--- src/rtl/wb_tgt_mem.sv ---
// Pipelined Wishbone target backed by a synchronous word memory.
// Fixed-latency responses, STALL-bounded outstanding requests, ERR on out-of-range addresses.
module wb_tgt_mem #(
    parameter int ADR_WIDTH = 16,
    parameter int DAT_WIDTH = 16,
    parameter int SEL_WIDTH = 2,
    parameter int TGD_WIDTH = 1,
    parameter int MEM_AW    = 8,
    parameter int LAT       = 2,
    parameter int MAX_OUT   = 2
) (
    input  logic                 clk_i,
    input  logic                 async_rst_i,
    input  logic                 tgt_cyc_i,
    input  logic                 tgt_stb_i,
    input  logic                 tgt_we_i,
    input  logic                 tgt_lock_i,
    input  logic [SEL_WIDTH-1:0] tgt_sel_i,
    input  logic [ADR_WIDTH-1:0] tgt_adr_i,
    input  logic [DAT_WIDTH-1:0] tgt_dat_i,
    input  logic [TGD_WIDTH-1:0] tgt_tgd_i,
    output logic                 tgt_ack_o,
    output logic                 tgt_err_o,
    output logic                 tgt_rty_o,
    output logic                 tgt_stall_o,
    output logic [DAT_WIDTH-1:0] tgt_dat_o,
    output logic [TGD_WIDTH-1:0] tgt_tgd_o
);

    localparam int LANE_W = DAT_WIDTH / SEL_WIDTH;
    localparam int DEPTH  = 1 << MEM_AW;
    localparam int CNT_W  = $clog2(MAX_OUT + 1);

    logic [DAT_WIDTH-1:0] mem_q [DEPTH];
    logic [TGD_WIDTH-1:0] tag_q [DEPTH];

    logic [LAT-1:0]       vld_q, vld_d;
    logic [LAT-1:0]       err_q, err_d;
    logic [DAT_WIDTH-1:0] rdat_q [LAT];
    logic [DAT_WIDTH-1:0] rdat_d [LAT];
    logic [TGD_WIDTH-1:0] rtgd_q [LAT];
    logic [TGD_WIDTH-1:0] rtgd_d [LAT];
    logic [CNT_W-1:0]     cnt_q, cnt_d;

    logic              in_range;
    logic              last_vld;
    logic              stall;
    logic              acc;
    logic              wr_en;
    logic              rd_en;
    logic [MEM_AW-1:0] idx;
    logic              unused_lock;

    assign unused_lock = tgt_lock_i;

    generate
        if (MEM_AW < ADR_WIDTH) begin : g_rng
            assign in_range = ~|tgt_adr_i[ADR_WIDTH-1:MEM_AW];
        end else begin : g_full
            assign in_range = 1'b1;
        end
    endgenerate

    assign idx      = tgt_adr_i[MEM_AW-1:0];
    assign last_vld = vld_q[LAT-1];
    // Stall depends on registers only, so masters never see a cyc/stb -> stall loop.
    assign stall    = (cnt_q == CNT_W'(MAX_OUT)) & ~last_vld;
    assign acc      = tgt_cyc_i & tgt_stb_i & ~stall;
    assign wr_en    = acc & tgt_we_i & in_range;
    assign rd_en    = acc & ~tgt_we_i & in_range;

    always_comb begin
        vld_d = '0;
        err_d = '0;
        for (int k = 0; k < LAT; k++) begin
            rdat_d[k] = '0;
            rtgd_d[k] = '0;
        end
        vld_d[0]  = acc;
        err_d[0]  = acc & ~in_range;
        rdat_d[0] = rd_en ? mem_q[idx] : '0;
        rtgd_d[0] = rd_en ? tag_q[idx] : '0;
        for (int k = 1; k < LAT; k++) begin
            vld_d[k]  = vld_q[k-1];
            err_d[k]  = err_q[k-1];
            rdat_d[k] = rdat_q[k-1];
            rtgd_d[k] = rtgd_q[k-1];
        end
        // Dropping cyc discards every pending response.
        if (!tgt_cyc_i) begin
            vld_d = '0;
        end
    end

    always_comb begin
        cnt_d = cnt_q;
        if (!tgt_cyc_i) begin
            cnt_d = '0;
        end else if (acc && !last_vld) begin
            cnt_d = cnt_q + CNT_W'(1);
        end else if (!acc && last_vld) begin
            cnt_d = cnt_q - CNT_W'(1);
        end
    end

    always_ff @(posedge clk_i or posedge async_rst_i) begin
        if (async_rst_i) begin
            vld_q <= '0;
            err_q <= '0;
            cnt_q <= '0;
        end else begin
            vld_q <= vld_d;
            err_q <= err_d;
            cnt_q <= cnt_d;
        end
    end

    // Payload is qualified by vld_q at the output, so it needs no reset.
    always_ff @(posedge clk_i) begin
        for (int k = 0; k < LAT; k++) begin
            rdat_q[k] <= rdat_d[k];
            rtgd_q[k] <= rtgd_d[k];
        end
    end

    always_ff @(posedge clk_i) begin
        if (wr_en) begin
            for (int k = 0; k < SEL_WIDTH; k++) begin
                if (tgt_sel_i[k]) begin
                    mem_q[idx][k*LANE_W +: LANE_W] <= tgt_dat_i[k*LANE_W +: LANE_W];
                end
            end
            if (|tgt_sel_i) begin
                tag_q[idx] <= tgt_tgd_i;
            end
        end
    end

    assign tgt_ack_o   = last_vld & ~err_q[LAT-1];
    assign tgt_err_o   = last_vld & err_q[LAT-1];
    assign tgt_rty_o   = 1'b0;
    assign tgt_stall_o = stall;
    assign tgt_dat_o   = tgt_ack_o ? rdat_q[LAT-1] : '0;
    assign tgt_tgd_o   = tgt_ack_o ? rtgd_q[LAT-1] : '0;

endmodule

--- config.mk ---
export PLATFORM = sky130hd
export DESIGN_NAME = wb_tgt_mem
export DESIGN_NICKNAME = d
export VERILOG_FILES = /design/src/rtl/wb_tgt_mem.sv
export SDC_FILE = /design/constraint.sdc
export NUM_CORES = 2
export LEC_CHECK = 0
export CAP_MARGIN = 30
export CORE_UTILIZATION = 35
export CTS_BUF_LIST = sky130_fd_sc_hd__clkbuf_8
export CTS_CLUSTER_SIZE = 20
export DETAILED_ROUTE_END_ITERATION = 16
export DONT_BUFFER_PORTS = 1
export HOLD_SLACK_MARGIN = 0.08
export PLACE_DENSITY_LB_ADDON = 0.25
export SYNTH_ARGS = -nofsm -noshare
export SYNTH_HDL_FRONTEND = slang
export SYNTH_MEMORY_MAX_BITS = 65536
export SYNTH_SLANG_ARGS = --single-unit
--- constraint.sdc ---
create_clock -name clk_i -period 5.71 [get_ports clk_i]
set_input_delay 0.8565 -clock clk_i [delete_from_list [all_inputs] [get_ports clk_i]]
set_output_delay 0.8565 -clock clk_i [all_outputs]
set_load 0.02 [all_outputs]
; Yosys cells after proc, flatten, opt, wreduce, memory -nomap -nowiden
; Memory sizes are Yosys's and may differ from the RTL's.
; Cells that the tools add are included.
[totals]
regBits = 6
latch_bits = 0
ram_bits = 4386
romBits = 0
inputBits = 41
output_inout_bits = 21
memories = 4
[op_classes]
addsub = 2
mul = 0
div = 0
magnitude_cmp = 0
n_eq_ne = 2
shift = 0
muxes = 17
bitwise_logic = 14
reduce_logical = 7
[mem_list]
columns = name, words, width, rd, rd_clocked_by_memory_dff, write_ports, line_no
row1 = mem_q, 256, 16, 1, 0, 1, 34  ; logic [DAT_WIDTH-1:0] mem_q [DEPTH];
row2 = tag_q, 256, 1, 1, 0, 1, 35  ; logic [TGD_WIDTH-1:0] tag_q [DEPTH];
row3 = rdat_q, 2, 16, 2, 0, 2, 39  ; logic [DAT_WIDTH-1:0] rdat_q [LAT];
row4 = rtgd_q, 2, 1, 2, 0, 2, 41  ; logic [TGD_WIDTH-1:0] rtgd_q [LAT];
[op_table]
columns = operator, n
row1 = $mux 16, 2
row2 = $mux 1, 11
row3 = $and 1x1->1, 10
row4 = $mux 2, 4
row5 = $reduce_or 8->1, 1
row6 = $not 1->1, 4
row7 = $logic_not 1->1, 3
row8 = $ne 3x1->1 const B, 1
row9 = $add 2x1->2 const B, 1
row10 = $eq 2x2->1 const B, 1
row11 = $logic_and 1x1->1, 2
row12 = $reduce_or 2->1, 1
row13 = $sub 2x1->2 const B, 1

; Depth between registers and ports, before layout
[depth]
depth_word = 9
mapped_depth = 11
ltp_nobuf = 7

; Least setup slack after synthesis
; OpenSTA, ideal clock, no wires.
[synth_timing]
path_type = input-to-reg
from = input tgt_adr_i[13]
to = memory mem_q[184][0] (enable)
arrival_time_ns = 3.047
slack_ns = 2.292
cell_stages = 7
n_path_buf = 1
path_cell_list = or4_1 > nor4_2 > nand3_1 > nor2_1 > nand2_1 > clkbuf_1 > nor2_1
[synth_between]
elab_chain_len = 5
[synth_rtl]
columns = item, line_no
row1 = from (decl), 19  ; input logic [ADR_WIDTH-1:0] tgt_adr_i,
row2 = $reduce_or 8->1, 58  ; assign in_range = ~|tgt_adr_i[ADR_WIDTH-1:MEM_AW];
row3 = $logic_not 1->1, 58
row4 = $and 1x1->1, 69  ; assign wr_en = acc & tgt_we_i & in_range;
row5 = $mux 1, 127  ; if (wr_en) begin
row6 = $mux 1 (not written as such), 130  ; mem_q[idx][k*LANE_W +: LANE_W] <= tgt_dat_i[k*LANE_W +: LANE_W];
row7 = to (decl), 34
; No other way between the ends.

==> flow_summary.json <==
{
  "synth-compound-area-share": 0.0433,
  "cts_inserted_buffers": 703,
  "grt_usage": 0.181,
  "clk_transition_reported_paths_ps": 60,
  "post-dp-hpwl_mm": 252,
  "final_cell_count_no_fill": 16650,
  "period_share": 0.924,
  "globalplace.congestion": 0.799,
  "top_signal_layer_used": "met5",
  "drive_gt1_frac": 0.185,
  "cell_count_after_synthesis": 9042,
  "design.final.nets": 9648,
  "flip_flop_and_latch_count_after_synthesis": 4392,
  "worst_ir_drop_vdd_v": 0.000205,
  "yosys.area_share.xor_xnor": 0.0000513,
  "cts_num_sinks": 4392,
  "n_fill_cell": 43669,
  "hold_viol_final": 0,
  "reg2reg_slack_ps": 1480,
  "critPathRequiredTime_ps": 6780,
  "synth_common_cells": "sky130_fd_sc_hd__edfxtp_1, sky130_fd_sc_hd__mux2i_1, sky130_fd_sc_hd__nor2_1",
  "cell_type_with_the_highest_aggregate_area_in_the_netlist": "sky130_fd_sc_hd__edfxtp_1",
  "run_status": "finished, violations left",
  "buffer_ports.inserted": 0,
  "pwr_density_nw_per_um2": 325,
  "grt_antenna_before_repair": 27,
  "critPathKind": "input pin to register",
  "ff2ff_path_depth": 9,
  "grt_max_degree": 390,
  "r2r_start": "cnt_q[1]$_DFFE_PP0P_",
  "via_per_inst": 5.32,
  "antenna_left": 0,
  "drtIter0Drc": 8285,
  "hold_depth": 1,
  "synthMostInstantiatedCell": "sky130_fd_sc_hd__edfxtp_1",
  "drc_errors": 0,
  "ys_seq_area_frac": 0.771,
  "grt_remaining_overflow": 0,
  "post_cts_buffers": 0,
  "vias_in_the_first_global_route": 90544,
  "ctsLongestPathBuffers": 4,
  "layout-area-overhead-vs-synth_pct": 13.4,
  "synth_edf_count": 4352,
  "holdCritPathClass": "input pin to register",
  "place.detailed.instances": 15307,
  "detailedRoute.firstPassIterationCount": 5,
  "grt_pass1_wl_mm": 652,
  "hold_end": "mem_q[157][13]$_DFFE_PP_",
  "syn_std_cell_area_um2": 171000,
  "die-height_um": 700,
  "cap_viol_max_count": 0,
  "avgSynthCellArea_um2": 18.9,
  "placement_rows": 256,
  "worst_skew_pair.late_latency_ps": 1210,
  "ys_async_sr_fraction": 0.00137,
  "synthTopCellsByArea": "sky130_fd_sc_hd__edfxtp_1, sky130_fd_sc_hd__mux2i_1, sky130_fd_sc_hd__mux4_2, sky130_fd_sc_hd__nor2_1, sky130_fd_sc_hd__a22oi_1",
  "synth.net_count": 9083,
  "htreeDepth": 6,
  "slew_violations": 804,
  "clk_root_buffer_cell": "sky130_fd_sc_hd__clkbuf_8",
  "met3_wirelength_mm": 27.9,
  "detailroute.wirelength.met2_mm": 221,
  "max_slew.worst_pin.slew_ps": 1780,
  "yosysTopAreaCellShare": 0.766,
  "slowest_delay_ps": 840,
  "max_freq_mhz": 190,
  "routedWlPerCell_um": 27.4,
  "grt_setup_unrepaired": "false",
  "fp.coreArea_um2": 486000,
  "pre_cts_slack_ps": -1650,
  "crit_path_max_fanout": 163,
  "start_util": 0.351,
  "multiplexer_area_fraction_after_synthesis": 0.135,
  "synth-main-ff-cell": "sky130_fd_sc_hd__edfxtp_1",
  "yosysWarnings": 0,
  "reg_to_reg_critical_path_endpoint": "mem_q[118][8]$_DFFE_PP_",
  "whs_ps": 119,
  "final_util": 0.399,
  "finClkSkew_ps": 50.1,
  "postLayoutSetupSlackWorst_ps": 436,
  "min_from": "tgt_dat_i[13]",
  "dominant_combinational_cell_family_by_area_after_synthesis": "multiplexers",
  "totalWireLength_mm": 456,
  "critical-path-top-cell-by-count": "sky130_fd_sc_hd__buf_16",
  "setup_violations": 0,
  "floorplan.die.width_um": 700,
  "finalCriticalPeriod_ps": 5270,
  "cts_repair_resize_count": 0,
  "crit_arrival_ps": 6350,
  "critPathCaptureType": "register",
  "top_level_ports": 62,
  "num_vias": 88534,
  "slew-limit-headroom": -0.184,
  "synth-simple-area-share": 0.0340,
  "cpMaxStageDelayCell": "sky130_fd_sc_hd__buf_16",
  "synth-adder-area-share": 0,
  "crit_path_cell_trace": "buf_16 > buf_16 > buf_16 > buf_16 > buf_16 > mux2i_1 > a221oi_1 > o21ai_0 > nand4_1 > o2bb2ai_1 > or4_1",
  "synth_cell_type_count": 60,
  "cts_tree": "yes",
  "wl_met1_mm": 196,
  "crit_path_start_kind": "input pin",
  "finalSetupTns_ps": 0,
  "floorplan.die_area_um2": 490000,
  "cellLeakagePower_uw": 0.0630,
  "failed_checks": "slew limit"
}
[through the flow]
stage	total power (uW)	instance area (um^2)
2_1_floorplan	37600	171000
6_report	62900	194000
5_1_grt	64800	193000
4_1_cts	63400	193000
3_3_place_gp	38200	180000
3_5_place_dp	38200	180000
[routing by layer]
metal / up-vias / GRT usage
li1: 38018 / -
met4: 2 / 0.0464
met3: 662 / 0.0321
met2: 2917 / 0.299
met5: - / 0
met1: 46935 / 0.247
[critical path, delay by kind of cell]
kind	cells	cell delay (ps)
buf+inv	5	3040
simple gates	2	750
mux	1	290
compound gates	3	940
[state kept, by name, indices dropped and copies added (netlist names)]
name and count:
tag_q 256, vld_q 2, rtgd_q 2, cnt_q 2, rdat_q 32, mem_q 4096
err_q 2
[cell usage in the layout, fill, tap and decap left out, types with 17 or more instances in the layout]
cell and instances:
sky130_fd_sc_hd__nor2_1 795, sky130_fd_sc_hd__buf_16 30, sky130_fd_sc_hd__nand2_2 25, sky130_fd_sc_hd__clkinv_2 71, sky130_fd_sc_hd__a21oi_1 68, sky130_fd_sc_hd__nor4_1 51, sky130_fd_sc_hd__mux2i_1 1231, sky130_fd_sc_hd__dfxtp_1 34
sky130_fd_sc_hd__or4_1 36, sky130_fd_sc_hd__clkinvlp_4 20, sky130_fd_sc_hd__and2_1 22, sky130_fd_sc_hd__and4_1 33, sky130_fd_sc_hd__buf_12 38, sky130_fd_sc_hd__edfxtp_1 4352, sky130_fd_sc_hd__nand3_1 56, sky130_fd_sc_hd__o221ai_1 32
sky130_fd_sc_hd__a22oi_1 257, sky130_fd_sc_hd__diode_2 27, sky130_fd_sc_hd__clkinv_1 182, sky130_fd_sc_hd__buf_4 375, sky130_fd_sc_hd__a22o_1 17, sky130_fd_sc_hd__a31oi_1 18, sky130_fd_sc_hd__o2bb2ai_1 32, sky130_fd_sc_hd__and3_1 21
sky130_fd_sc_hd__a221o_1 18, sky130_fd_sc_hd__clkbuf_8 724, sky130_fd_sc_hd__dlygate4sd3_1 18, sky130_fd_sc_hd__nand2_1 141, sky130_fd_sc_hd__mux4_2 457, sky130_fd_sc_hd__inv_1 234, sky130_fd_sc_hd__mux2_2 32, sky130_fd_sc_hd__a221oi_1 169
sky130_fd_sc_hd__o22ai_1 273, sky130_fd_sc_hd__nand4_1 51, sky130_fd_sc_hd__o21ai_0 86
[worst max path at each step]
| stage | startpoint | end | slack [ps] | cells after the start |
|---|---|---|---|---|
| detailed placement | tgt_adr_i[0] | rdat_q[0][1]$_SDFF_PN0_ | -1650 | 12 |
| finish | tgt_adr_i[0] | rdat_q[0][3]$_SDFF_PN0_ | 440 | 11 |
| global route | tgt_adr_i[0] | rdat_q[0][3]$_SDFF_PN0_ | 80 | 11 |
| CTS | tgt_adr_i[0] | rdat_q[0][3]$_SDFF_PN0_ | 20 | 10 |
| floorplan | tgt_adr_i[13] | mem_q[184][0]$_DFFE_PP_ | 2290 | 7 |
| global placement | tgt_adr_i[0] | rdat_q[0][1]$_SDFF_PN0_ | -1540 | 12 |
[repair_timing]
item,CTS,global route
hold endpoints to repair,2843,157
hold buffers,33,3
endpoints found under the setup margin,4,0
[kinds of logic after synthesis]
group,Yosys count
DFF,4392
muxes,1720
and+or+nand+nor,1295
AOI/OAI and AO/OA,1022
buffers and inverters,611
xor gates and xnor gates,1
other,1
[power breakdown]
group	total (uW)	internal, uW	switching, uW	leakage, uW
Sequential	35500	35500	2.88	0.0394
Combinational	2510	957	1550	0.0162
Clock	24900	12500	12400	0.00738
[area by class of cell]
| type | instances | area, um^2 | area share |
|---|---|---|---|
| Antenna cell | 27 | 67.6 | 0.000349 |
| Clock inverter | 547 | 2840 | 0.0147 |
| Timing Repair Buffer | 468 | 4680 | 0.0242 |
| Inverter | 3 | 11.3 | 0.0000582 |
| Multi-Input combinational cell | 4039 | 36400 | 0.188 |
| Sequential cell | 4392 | 132000 | 0.680 |
| Tap cell | 6450 | 8070 | 0.0417 |
| Clock buffer | 724 | 9960 | 0.0515 |
Note: power is estimated with default switching activity, not from simulation.
